==> src/rtl/aes_pkg.sv <==
// Shared constants for the AES-128 round sequencer: round count, datapath mode codes and FSM states.
package aes_pkg;

    localparam int unsigned AES_NR = 10;
    localparam int unsigned AES_RW = 4;
    localparam int unsigned AES_BW = 128;

    typedef enum logic [1:0] {
        MODE_ARK_ONLY = 2'b00,
        MODE_FULL     = 2'b01,
        MODE_FINAL    = 2'b10
    } dp_mode_e;

    typedef enum logic [1:0] {
        ST_IDLE  = 2'b00,
        ST_ISSUE = 2'b01,
        ST_WAIT  = 2'b10,
        ST_DONE  = 2'b11
    } seq_state_e;

endpackage

==> src/rtl/aes_round_sequencer.sv <==
// AES-128 round-loop controller around one shared round datapath; results are fed back until round NR.
// Define AES_BLK_CNT_EN to add the blk_cnt completed-block counter port.
module aes_round_sequencer
    import aes_pkg::*;
#(
    parameter int unsigned NR = AES_NR,
    parameter int unsigned RW = AES_RW
) (
    input  logic              clk,
    input  logic              reset,
    input  logic              in_valid,
    output logic              in_ready,
    input  logic [AES_BW-1:0] in_block,
    output logic [RW-1:0]     key_idx,
    input  logic [AES_BW-1:0] round_key,
    output logic              dp_valid,
    output logic [AES_BW-1:0] dp_state,
    output logic [AES_BW-1:0] dp_key,
    output logic [RW-1:0]     dp_round,
    output logic [1:0]        dp_mode,
    input  logic              dp_out_valid,
    input  logic [AES_BW-1:0] dp_out_state,
    output logic              out_valid,
    output logic [AES_BW-1:0] out_block,
`ifdef AES_BLK_CNT_EN
    output logic [31:0]       blk_cnt,
`endif
    input  logic              out_ready
);

    localparam logic [RW-1:0] LAST_ROUND = RW'(NR);

    seq_state_e        fsm_q;
    seq_state_e        fsm_d;
    logic [AES_BW-1:0] state_q;
    logic [AES_BW-1:0] state_d;
    logic [RW-1:0]     round_q;
    logic [RW-1:0]     round_d;
    logic              in_ready_d;
    logic              dp_valid_d;
    logic              out_valid_d;
    dp_mode_e          mode_d;

    // Next-state, round counter and next-cycle output decode
    always_comb begin
        fsm_d       = fsm_q;
        state_d     = state_q;
        round_d     = round_q;
        in_ready_d  = 1'b0;
        dp_valid_d  = 1'b0;
        out_valid_d = 1'b0;
        mode_d      = MODE_FULL;

        case (fsm_q)
            ST_IDLE: begin
                if (in_valid && in_ready) begin
                    state_d = in_block;
                    round_d = '0;
                    fsm_d   = ST_ISSUE;
                end
            end
            ST_ISSUE: begin
                fsm_d = ST_WAIT;
            end
            ST_WAIT: begin
                // Results arriving in any other state belong to nobody and are dropped
                if (dp_out_valid) begin
                    state_d = dp_out_state;
                    if (round_q == LAST_ROUND) begin
                        fsm_d = ST_DONE;
                    end else begin
                        round_d = round_q + RW'(1);
                        fsm_d   = ST_ISSUE;
                    end
                end
            end
            ST_DONE: begin
                if (out_ready) begin
                    fsm_d = ST_IDLE;
                end
            end
            default: begin
                fsm_d = ST_IDLE;
            end
        endcase

        in_ready_d  = (fsm_d == ST_IDLE);
        dp_valid_d  = (fsm_d == ST_ISSUE);
        out_valid_d = (fsm_d == ST_DONE);

        if (round_d == '0) begin
            mode_d = MODE_ARK_ONLY;
        end else if (round_d == LAST_ROUND) begin
            mode_d = MODE_FINAL;
        end else begin
            mode_d = MODE_FULL;
        end
    end

    // State and registered outputs; issue and result fields hold between loads
    always_ff @(posedge clk) begin
        if (reset) begin
            fsm_q     <= ST_IDLE;
            state_q   <= '0;
            round_q   <= '0;
            in_ready  <= 1'b1;
            dp_valid  <= 1'b0;
            out_valid <= 1'b0;
            dp_state  <= '0;
            dp_round  <= '0;
            dp_mode   <= MODE_ARK_ONLY;
            out_block <= '0;
        end else begin
            fsm_q     <= fsm_d;
            state_q   <= state_d;
            round_q   <= round_d;
            in_ready  <= in_ready_d;
            dp_valid  <= dp_valid_d;
            out_valid <= out_valid_d;
            if (dp_valid_d) begin
                dp_state <= state_d;
                dp_round <= round_d;
                dp_mode  <= mode_d;
            end
            if (out_valid_d) begin
                out_block <= state_d;
            end
        end
    end

    assign key_idx = dp_round;
    assign dp_key  = round_key;

`ifdef AES_BLK_CNT_EN
    // Completed-block counter, wraps naturally at 2^32
    always_ff @(posedge clk) begin
        if (reset) begin
            blk_cnt <= '0;
        end else if (out_valid && out_ready) begin
            blk_cnt <= blk_cnt + 32'd1;
        end
    end
`endif

endmodule
==> config.mk <==
export PLATFORM = sky130hd
export DESIGN_NAME = aes_round_sequencer
export DESIGN_NICKNAME = d
export VERILOG_FILES = /design/src/rtl/aes_pkg.sv /design/src/rtl/aes_round_sequencer.sv
export SDC_FILE = /design/constraint.sdc
export NUM_CORES = 1
export LEC_CHECK = 0
export BUFFER_PORTS_ARGS = -buffer_cell sky130_fd_sc_hd__buf_2
export CAP_MARGIN = 40
export CORE_AREA = 5 5 307 309
export CTS_BUF_LIST = sky130_fd_sc_hd__clkbuf_8
export CTS_CLUSTER_SIZE = 12
export DETAILED_ROUTE_END_ITERATION = 16
export DIE_AREA = 0 0 312 314
export GPL_ROUTABILITY_DRIVEN = 0
export PLACE_DENSITY = 0.51
export SYNTH_ARGS = -nofsm -noshare
export SYNTH_HDL_FRONTEND = slang
export SYNTH_SLANG_ARGS = --single-unit
==> constraint.sdc <==
create_clock -name clk -period 2.36 [get_ports clk]
set_input_delay 0.236 -clock clk [delete_from_list [all_inputs] [get_ports clk]]
set_output_delay 0.236 -clock clk [all_outputs]
set_load 0.02 [all_outputs]
==> flow_summary.yaml <==
status:
  status: "finished clean"
finish:
  finalInstanceArea_um2: 24350
  fill_cells: 9629
  final_cell_mix: "528 x buf_2, 397 x nor2_1, 396 x dfxtp_1, 253 x dlygate4sd3_1, 196 x a211oi_2"
  layout_commonest_cell: "buf_2"
  flow.area_growth_from_synthesis_pct: 44.63
  drive_gt1_share_pct: 44.70
  fin_nets: 2702
global_route:
  gr-usage-met2_pct: 19.31
  track_usage_pct: 11.41
  use_met1_pct: 12.62
  gr-total-overflow: 0
  grt_util_met3_pct: 4.852
  grt.busiest_layer: "met2"
  grt_pass1_vias: 15020
  antenna_found_initial: 2
  grt_max_degree: 78
  grt_pass1_wl_um: 88400
sta:
  drv_slew: 0
  setup_viol: 0
  finalSetupTns_ps: 0
  hold_violations: 0
  rsz0062_at_grt: "true"
  slew_headroom_pct: 65.66
  period_needed_ps: 2271
  worst_slew_pin_slew_ps: 515.1
  fmax_ghz: 0.4403
  layout_setup_ws_ps: 88.78
  holdWs_ps: 83.92
  fin_crit_sh_pct: 96.24
  skew_ps: 17.32
worst_setup_path:
  cp_max_fo: 48
  slowest_stage: "dlygate4sd3_1"
  crit_top_cell: "buf_12"
  path_class: "reg2reg"
  r2r_cells: 7
  r2r-start: "fsm_q[0]$_SDFF_PP0_"
  start_kind: "register"
  reg2reg_setup_slack_ps: 90
  critPathTopFamily: "buffers and inverters"
  endpoint_kind: "register"
  crit_required_ps: 2940
  crit_buf_inv: 3
  reg2reg_to: "state_q[34]$_SDFF_PP0_"
  critPathArrivalTime_ps: 2850
  path_cells: "and3b_4, buf_12, buf_12, a22o_1, a21oi_4, nor2_1, dlygate4sd3_1"
  cpPeakStageDelay_ps: 560
route:
  routed-via-count: 14310
  drt_wl_total_um: 59390
  drt-pass1-iter-count: 5
  drc: 0
  viasPerCell: 4.024
  routedWlPerCell_um: 16.71
  drt_iter0_drc: 513
  ant_nets: 0
clock_network:
  clock-sinks: 399
  cts.path.max_buffers: 3
  clk_pin_slew_ps: 60
  cts_max_level: 3
  numCtsBuffers: 75
  clk_latency_ps: 640
  cts_tree: "yes"
  root_buffer: "clkbuf_8"
place:
  port_buffers: 529
  dp_hpwl_um: 41830
  dpl-instance-area_um2: 20170
  pre_cts_ws_ps: 279.7
yosys:
  synth_cell_types: 41
  syn-cell-area_um2: 16840
  yosysSeqAreaShare_pct: 47.44
  yosys_warnings: 0
  synth-main-ff-cell: "dfxtp_1"
  ys_seq_elements: 399
  synth_nets: 2028
  synth-async-reset-ratio_pct: 0
  synth_cells: 1637
  synth_edf_count: 0
  syn_avg_cell_area_um2: 10.29
min_path:
  min_from: "dp_out_state[14]"
  whs_path_depth: 4
  worstHoldPathType: "in2reg"
  min_to: "state_q[14]$_SDFF_PP0_"
floorplan:
  dieArea_um2: 97970
  coreArea_um2: 91110
  pin_count: 786
  die_h_um: 314
  initial_core_util_pct: 18.48
  fp-row-count: 111
  die_x_um: 312
power:
  peakVddDrop_uv: 362.3
  p_leak_uw: 0.01002
  cellPowerDensity_nw_per_um2: 766.1
flow_run:
  cap_violations: 0
[logic make-up after synthesis]
| family | Yosys count | share of synthesized area, % |
|---|---|---|
| AO/OA/AOI/OAI | 535 | 31.46 |
| buffers and inverters | 281 | 11.16 |
| AND/OR/NAND/NOR | 419 | 9.735 |
| XOR/XNOR | 1 | 0.05203 |
| flip-flops | 399 | 47.44 |
| adder cells (fa/ha/maj) | 2 | 0.1486 |
[metrics by stage]
step / total power [uW] / util [%] / std cells
3_5_place_dp: 11530 / 22.14 / 3165
6_report: 18660 / 26.73 / 3555
3_3_place_gp: 11510 / 22.14 / 3165
4_1_cts: 18980 / 26.64 / 3551
2_1_floorplan: 10460 / - / 1637
5_1_grt: 19720 / 26.73 / 3554
[state kept, by name, summed over array words and instances, names as in the netlist, 2 cells and up]
name / flops
dp_mode: 2
dp_round: 4
dp_state: 128
fsm_q: 2
out_block: 128
round_q: 4
state_q: 128
[power breakdown]
| group | switching, uW | total, uW | internal, uW | leakage (uW) |
|---|---|---|---|---|
| clock network | 3010 | 6910 | 3900 | 0.000878 |
| registers | 287 | 7580 | 7300 | 0.00326 |
| logic | 2450 | 4160 | 1710 | 0.00588 |
| total | 5750 | 18700 | 12900 | 0.0100 |
[worst register-to-register path, delay by kind of cell (launching register included)]
family / cells / cell delay (ps)
AOI/OAI and AO/OA: 2 / 340
buffers and inverters: 3 / 1040
DFF: 1 / 370
and+or+nand+nor: 2 / 480
[final cells by class]
cell class	instances	area, um^2	area share, %
Sequential cell	399	7991	32.82
Multi-Input combinational cell	957	7043	28.92
Timing Repair Buffer	877	6261	25.71
Tap cell	1186	1484	6.094
Clock buffer	100	1376	5.652
Clock inverter	33	187.7	0.7707
Antenna cell	2	5.005	0.02055
Inverter	1	3.754	0.01541
[synth_stat cells, types with 4 or more instances]
cell / number / area [um^2]
nor2_1: 397 / 1490
buf_2: 34 / 170.2
a21oi_2: 98 / 858.3
a211oi_2: 195 / 2440
dfxtp_1: 399 / 7988
clkbuf_1: 68 / 255.2
a22o_1: 117 / 1025
a21oi_1: 36 / 180.2
buf_6: 26 / 292.8
nand2_1: 4 / 15.01
a22o_4: 10 / 175.2
a211oi_1: 66 / 495.5
buf_4: 149 / 1119
[routing by layer]
metal  up-vias  wire (um)
li1       7044          -
met1      6587      23640
met2       523      28110
met3       153       5339
met4         0       2296
met5         -          0
[repair_timing]
item / 4_1_cts / 5_1_grt
resized for setup: 0 / 13
endpoints found under the setup margin: 0 / 27
hold buffers: 253 / 0
setup buffers: 0 / 1
endpoints found under the hold margin: 186 / 0
[worst max-delay path by stage]
stage	from	to	slack, ps	depth (start not counted)
2_1_floorplan	round_q[0]$_SDFF_PP0_	dp_state[115]$_SDFFE_PP0P_	480	7
3_3_place_gp	round_q[0]$_SDFF_PP0_	dp_state[49]$_SDFFE_PP0P_	320	8
3_5_place_dp	round_q[0]$_SDFF_PP0_	dp_state[27]$_SDFFE_PP0P_	280	8
4_1_cts	fsm_q[0]$_SDFF_PP0_	state_q[34]$_SDFF_PP0_	10	7
5_1_grt	in_ready$_SDFF_PP1_	dp_state[3]$_SDFFE_PP0P_	-10	6
6_report	fsm_q[0]$_SDFF_PP0_	state_q[34]$_SDFF_PP0_	90	7
Power figures use the tool's default switching activity.
